$ cat src/rtl/mem_port_arbiter_if.sv
// Bus bundle between the three requesters, the arbiter and the single-port memory.
interface mem_port_arbiter_if #(parameter int AW = 32);
  logic          ld_req;
  logic [AW-1:0] ld_addr;
  logic [31:0]   ld_wdata;
  logic          d_req;
  logic          d_we;
  logic [AW-1:0] d_addr;
  logic [31:0]   d_wdata;
  logic          i_req;
  logic [AW-1:0] i_addr;

  logic          ld_gnt, d_gnt, i_gnt;
  logic          d_stall, i_stall;
  logic          d_rvalid, i_rvalid;
  logic [31:0]   rdata;

  logic          mem_en, mem_we;
  logic [AW-1:0] mem_addr;
  logic [31:0]   mem_wdata;
  logic [31:0]   mem_rdata;

  modport slave (
    input  ld_req, ld_addr, ld_wdata, d_req, d_we, d_addr, d_wdata, i_req, i_addr, mem_rdata,
    output ld_gnt, d_gnt, i_gnt, d_stall, i_stall, d_rvalid, i_rvalid, rdata,
           mem_en, mem_we, mem_addr, mem_wdata
  );

  modport master (
    output ld_req, ld_addr, ld_wdata, d_req, d_we, d_addr, d_wdata, i_req, i_addr,
    input  ld_gnt, d_gnt, i_gnt, d_stall, i_stall, d_rvalid, i_rvalid, rdata
  );

  modport mem (
    input  mem_en, mem_we, mem_addr, mem_wdata,
    output mem_rdata
  );
endinterface

$ cat src/rtl/mem_port_arbiter.sv
// Loader/data/fetch arbiter for one single-port sync memory, with read-owner tracking.
// Optional fetch starvation guard: define ARB_STARVE_GUARD_EN.
module mem_port_arbiter #(
  parameter int AW       = 32,
  parameter int MEM_LAT  = 1,
  parameter int MAX_WAIT = 4
) (
  input  logic             clk,
  input  logic             rst_n,
  mem_port_arbiter_if.slave bus
);

  localparam logic [1:0] TAG_NONE  = 2'd0;
  localparam logic [1:0] TAG_DATA  = 2'd1;
  localparam logic [1:0] TAG_FETCH = 2'd2;

  if (MEM_LAT < 1 || MEM_LAT > 3) begin : g_bad_lat
    $error("mem_port_arbiter: MEM_LAT must be 1..3");
  end
  if (MAX_WAIT < 1 || MAX_WAIT > 15) begin : g_bad_wait
    $error("mem_port_arbiter: MAX_WAIT must be 1..15");
  end

  logic ld_gnt, d_gnt, i_gnt;
  logic promote;

`ifdef ARB_STARVE_GUARD_EN
  logic [3:0] wait_q, wait_d;

  assign promote = (wait_q == 4'(MAX_WAIT));

  always_comb begin
    wait_d = wait_q;
    if (!bus.i_req || i_gnt) wait_d = '0;
    else if (!promote)       wait_d = wait_q + 4'd1;
  end

  always_ff @(posedge clk or negedge rst_n) begin
    if (!rst_n) wait_q <= '0;
    else        wait_q <= wait_d;
  end
`else
  assign promote = 1'b0;
`endif

  // Loader locks out both other ports, even a promoted fetch.
  always_comb begin
    ld_gnt = bus.ld_req;
    i_gnt  = !bus.ld_req && bus.i_req && (!bus.d_req || promote);
    d_gnt  = !bus.ld_req && bus.d_req && !i_gnt;
  end

  assign bus.ld_gnt  = ld_gnt;
  assign bus.d_gnt   = d_gnt;
  assign bus.i_gnt   = i_gnt;
  assign bus.d_stall = bus.d_req && !d_gnt;
  assign bus.i_stall = bus.i_req && !i_gnt;

  logic [AW-1:0] addr_mux;
  logic [31:0]   wdata_mux;
  logic          we_mux;

  always_comb begin
    addr_mux  = '0;
    wdata_mux = '0;
    we_mux    = 1'b0;
    if (ld_gnt) begin
      addr_mux  = bus.ld_addr;
      wdata_mux = bus.ld_wdata;
      we_mux    = 1'b1;
    end else if (d_gnt) begin
      addr_mux  = bus.d_addr;
      wdata_mux = bus.d_wdata;
      we_mux    = bus.d_we;
    end else if (i_gnt) begin
      addr_mux  = bus.i_addr;
    end
  end

  // Grants still follow requests during reset, but nothing reaches the memory.
  assign bus.mem_en    = rst_n && (ld_gnt || d_gnt || i_gnt);
  assign bus.mem_we    = rst_n && we_mux;
  assign bus.mem_addr  = addr_mux;
  assign bus.mem_wdata = wdata_mux;

  logic [1:0]                tag_in;
  logic [MEM_LAT-1:0][1:0]   tag_q, tag_d;

  always_comb begin
    tag_in = TAG_NONE;
    if (d_gnt && !bus.d_we) tag_in = TAG_DATA;
    else if (i_gnt)         tag_in = TAG_FETCH;
  end

  always_comb begin
    tag_d    = tag_q;
    tag_d[0] = tag_in;
    for (int k = 1; k < MEM_LAT; k++) tag_d[k] = tag_q[k-1];
  end

  always_ff @(posedge clk or negedge rst_n) begin
    if (!rst_n) tag_q <= '0;
    else        tag_q <= tag_d;
  end

  logic d_rv, i_rv;
  assign d_rv         = (tag_q[MEM_LAT-1] == TAG_DATA);
  assign i_rv         = (tag_q[MEM_LAT-1] == TAG_FETCH);
  assign bus.d_rvalid = d_rv;
  assign bus.i_rvalid = i_rv;
  assign bus.rdata    = (d_rv || i_rv) ? bus.mem_rdata : 32'd0;

endmodule

$ cat src/flat_wrapper.sv
// flat-port wrapper written by rule: the top's interface ports become plain ports
module mem_port_arbiter_flat 
#(
  parameter int AW       = 32,
  parameter int MEM_LAT  = 1,
  parameter int MAX_WAIT = 4
)
  (clk, rst_n, bus_ld_req, bus_ld_addr, bus_ld_wdata, bus_d_req, bus_d_we, bus_d_addr, bus_d_wdata, bus_i_req, bus_i_addr, bus_mem_rdata, bus_ld_gnt, bus_d_gnt, bus_i_gnt, bus_d_stall, bus_i_stall, bus_d_rvalid, bus_i_rvalid, bus_rdata, bus_mem_en, bus_mem_we, bus_mem_addr, bus_mem_wdata);
  mem_port_arbiter_if #(.AW(AW)) bus_i ();
  input  logic clk;
  input  logic rst_n;
  input wire logic [$bits(bus_i.ld_req)-1:0] bus_ld_req;
  input wire logic [$bits(bus_i.ld_addr)-1:0] bus_ld_addr;
  input wire logic [$bits(bus_i.ld_wdata)-1:0] bus_ld_wdata;
  input wire logic [$bits(bus_i.d_req)-1:0] bus_d_req;
  input wire logic [$bits(bus_i.d_we)-1:0] bus_d_we;
  input wire logic [$bits(bus_i.d_addr)-1:0] bus_d_addr;
  input wire logic [$bits(bus_i.d_wdata)-1:0] bus_d_wdata;
  input wire logic [$bits(bus_i.i_req)-1:0] bus_i_req;
  input wire logic [$bits(bus_i.i_addr)-1:0] bus_i_addr;
  input wire logic [$bits(bus_i.mem_rdata)-1:0] bus_mem_rdata;
  output wire logic [$bits(bus_i.ld_gnt)-1:0] bus_ld_gnt;
  output wire logic [$bits(bus_i.d_gnt)-1:0] bus_d_gnt;
  output wire logic [$bits(bus_i.i_gnt)-1:0] bus_i_gnt;
  output wire logic [$bits(bus_i.d_stall)-1:0] bus_d_stall;
  output wire logic [$bits(bus_i.i_stall)-1:0] bus_i_stall;
  output wire logic [$bits(bus_i.d_rvalid)-1:0] bus_d_rvalid;
  output wire logic [$bits(bus_i.i_rvalid)-1:0] bus_i_rvalid;
  output wire logic [$bits(bus_i.rdata)-1:0] bus_rdata;
  output wire logic [$bits(bus_i.mem_en)-1:0] bus_mem_en;
  output wire logic [$bits(bus_i.mem_we)-1:0] bus_mem_we;
  output wire logic [$bits(bus_i.mem_addr)-1:0] bus_mem_addr;
  output wire logic [$bits(bus_i.mem_wdata)-1:0] bus_mem_wdata;
  assign bus_i.ld_req = bus_ld_req;
  assign bus_i.ld_addr = bus_ld_addr;
  assign bus_i.ld_wdata = bus_ld_wdata;
  assign bus_i.d_req = bus_d_req;
  assign bus_i.d_we = bus_d_we;
  assign bus_i.d_addr = bus_d_addr;
  assign bus_i.d_wdata = bus_d_wdata;
  assign bus_i.i_req = bus_i_req;
  assign bus_i.i_addr = bus_i_addr;
  assign bus_i.mem_rdata = bus_mem_rdata;
  assign bus_ld_gnt = bus_i.ld_gnt;
  assign bus_d_gnt = bus_i.d_gnt;
  assign bus_i_gnt = bus_i.i_gnt;
  assign bus_d_stall = bus_i.d_stall;
  assign bus_i_stall = bus_i.i_stall;
  assign bus_d_rvalid = bus_i.d_rvalid;
  assign bus_i_rvalid = bus_i.i_rvalid;
  assign bus_rdata = bus_i.rdata;
  assign bus_mem_en = bus_i.mem_en;
  assign bus_mem_we = bus_i.mem_we;
  assign bus_mem_addr = bus_i.mem_addr;
  assign bus_mem_wdata = bus_i.mem_wdata;
  mem_port_arbiter #(.AW(AW), .MEM_LAT(MEM_LAT), .MAX_WAIT(MAX_WAIT)) u_core (.clk(clk), .rst_n(rst_n), .bus(bus_i));
endmodule
$ cat config.mk
export PLATFORM = sky130hd
export DESIGN_NAME = mem_port_arbiter_flat
export DESIGN_NICKNAME = d
export VERILOG_FILES = /design/src/rtl/mem_port_arbiter_if.sv /design/src/rtl/mem_port_arbiter.sv /design/src/flat_wrapper.sv
export SDC_FILE = /design/constraint.sdc
export NUM_CORES = 1
export LEC_CHECK = 0
export BUFFER_PORTS_ARGS = -buffer_cell sky130_fd_sc_hd__buf_2
export CAP_MARGIN = 5
export CORE_AREA = 3 3 118 120
export DETAILED_ROUTE_END_ITERATION = 7
export DIE_AREA = 0 0 121 123
export SETUP_SLACK_MARGIN = 0.5
export SYNTH_ARGS = -nofsm -noshare
export SYNTH_HDL_FRONTEND = slang
export SYNTH_SLANG_ARGS = --single-unit
$ cat constraint.sdc
create_clock -name clk -period 1.2 [get_ports clk]
set_input_delay 0 -clock clk [delete_from_list [all_inputs] [get_ports clk]]
set_output_delay 0 -clock clk [all_outputs]
set_load 0.005 [all_outputs]
==> flow_summary.toml <==
[run_status]
status = "finished with violations"
failed_checks = "setup timing"

[pwr]
p_leak_nw = 2.31
ir_drop_mv = 0.426
powerDensity_nw_per_um2 = 491
p_int_mw = 1.47
combPwrFrac = 0.743
clock_power_share = 0.224
sequentialPowerShare = 0.033
power_switching_mw = 0.757
sw_frac_of_total = 0.340

[clocking]
cts_buffer_depth = 2
tritoncts = "done"
clkTransAtPathRegs_ns = 0.03
cts.sinks = 2
cts_buffers = 3
root_buffer = "clkbuf_16"
htreeDepth = 1

[finish]
fin_cells = 742
final_cell_mix = "296 x buf_2, 55 x nor2b_1, 35 x a21oi_1, 32 x a22o_1, 32 x nand3b_1"
top_regs = "u_core.tag_q: 2 flops"
fin_util = 0.347
layout_commonest_cell = "buf_2"
fin_area_sq_um = 4540
area_delta_synth_final_pct = 183
n_antenna_cell = 0
drive_gt1_frac = 0.716
nNetsFinal = 768
largest_reg_flops = 2
fillerInstances = 1375
top_register = "u_core.tag_q"

[drt]
vias_per_cell = 4.31
routed-via-count = 3200
firstDrtPassIters = 4
antenna_left = 0
wire_per_inst_um = 17.6
drt_first_iter_violations = 192
drt_wl_total_mm = 13.1
drc = 0

[floorplan]
core_area_sq_um = 13100
ios = 303
start_util = 0.122
fp.dieW_um = 121
die_h_um = 123
row_count = 42
die-area_sq_um = 14900

[sta]
slew-limit-headroom = 0.827
final_hold_viol_count = 0
setup_viol = 32
worst_slack_ns = -0.137
drv_slew = 0
min_period_ns = 1.34
fmax_mhz = 748
setup-tns-final_ns = -3.15
min_period_over_period = 1.11
rsz0062_at_grt = "true"
worst_pin_slew_ns = 0.259

[flow_run]
maxCapViolCount = 0

[setup_path]
crit_path_start = "u_core.tag_q[0]"
cp_max_fo = 13
max_stage_delay_ns = 0.38
endpoint_kind = "output port"
cp.arrival_ns = 1.34
crit_chain = "inv_2 -> ha_4 -> buf_12 -> nor2b_1 -> buf_2"
slowest_stage = "dfrtp_1"
cp-start-kind = "flop"
crit_type = "reg2out"
crit_required_ns = 1.20

[synth]
avgSynthCellArea_sq_um = 6.73
ys_seq_area_frac = 0.0313
yosys_register_bits = 2
synth_cell_type_count = 16
synth_nets = 438
synth_warnings = 0
syn_inst = 238
syn-cell-area_sq_um = 1600

[global_routing]
grt_max_degree = 33
grt_pass1_vias = 2849
grt_pass1_wl_mm = 16.8
grt_use_total = 0.149
grt_overflow = 0
antenna_found_initial = 0

[placed_design]
place_area_sq_um = 3310
dp_cells = 697
dp_hpwl_mm = 8.97
gp_congestion = 0.841
portBuffers = 302

[worst_hold_path]
hold_path.class = "in2async"
==> path summary, 6_finish.rpt <==
kind / end / slack [ns] / cells past startpoint
max in group asynchronous: u_core.tag_q[0] / 0.93 / 2
max: bus_rdata[8] / -0.14 / 5
min in group clk: bus_mem_wdata[29] / 0.28 / 3
min: u_core.tag_q[1] / 0.15 / 2
==> cell usage after synthesis <==
library cell	n	area share
a21oi_1	65	0.20
a22o_1	32	0.18
and2_1	1	0.0039
buf_2	11	0.034
buf_4	1	0.0047
buf_6	10	0.070
clkbuf_1	9	0.021
dfrtp_1	2	0.031
ha_1	2	0.016
inv_1	2	0.0047
nand3b_1	32	0.15
nor2b_1	66	0.26
nor2b_4	1	0.0086
nor3b_1	2	0.0094
o21a_1	1	0.0047
o31a_1	1	0.0055
==> critical path: cells and delay by family, from the launching register on <==
family        cells  cell delay [ns]
flops             1             0.38
buf+inv           3             0.37
simple gates      1             0.13
fa+ha+maj         1             0.23
==> power by group through the flow <==
| stage | Sequential, mW | Combinational, mW | Clock [mW] |
|---|---|---|---|
| after floorplan | 0.0732 | 0.505 | 0 |
| after global placement | 0.0733 | 1.16 | 0 |
| after detailed placement | 0.0737 | 1.16 | 0 |
| after CTS | 0.0729 | 1.55 | 0.503 |
| after global routing | 0.0730 | 1.77 | 0.514 |
| final | 0.0730 | 1.66 | 0.500 |
==> kinds of logic (layout without fill, tap and decap cells) <==
| logic type | Yosys count | count (layout) | synth area share |
|---|---|---|---|
| AOI/OAI and AO/OA | 99 | 99 | 0.388 |
| adders and majority gates | 2 | 2 | 0.0156 |
| DFF | 2 | 2 | 0.0313 |
| buffers and inverters | 33 | 361 | 0.135 |
| and+or+nand+nor | 102 | 102 | 0.430 |
==> repair_timing <==
action,CTS,global route
hold buffers,2,0
resized for setup,73,31
gates cloned,16,2
buffers inserted,18,4
pin swaps,20,22
endpoints found under the hold margin,3,0
setup endpoints to repair,105,106
==> area by class of cell <==
| cell class | count | area [sq um] | area share |
|---|---|---|---|
| flip-flops and latches | 2 | 50.0 | 0.0110 |
| well taps | 176 | 220 | 0.0485 |
| repair buffers | 356 | 2580 | 0.569 |
| inverters | 2 | 7.51 | 0.00165 |
| multi-input cells | 203 | 1610 | 0.354 |
| clock buffers | 3 | 75.1 | 0.0165 |
==> through the flow <==
step                      hold slack [ns]  power (mW)  setup WS (ns)
final                               0.148        2.23         -0.137
after global routing                0.152        2.36         -0.143
after CTS                           0.139        2.13         -0.105
after detailed placement           -0.196        1.23          0.128
after global placement             -0.194        1.23          0.169
after floorplan                    -0.296       0.578          0.276
==> metal layers <==
metal | routed length, um | global-route usage | up-vias | share of wire
met5 | 0 | 0 | - | 0
met4 | 46 | 0.0234 | 0 | 0.0035
met3 | 1180 | 0.0306 | 4 | 0.090
met2 | 6620 | 0.269 | 205 | 0.51
met1 | 5220 | 0.187 | 1474 | 0.40
li1 | - | - | 1517 | -
No activity file was read; power rests on OpenSTA's default activity.
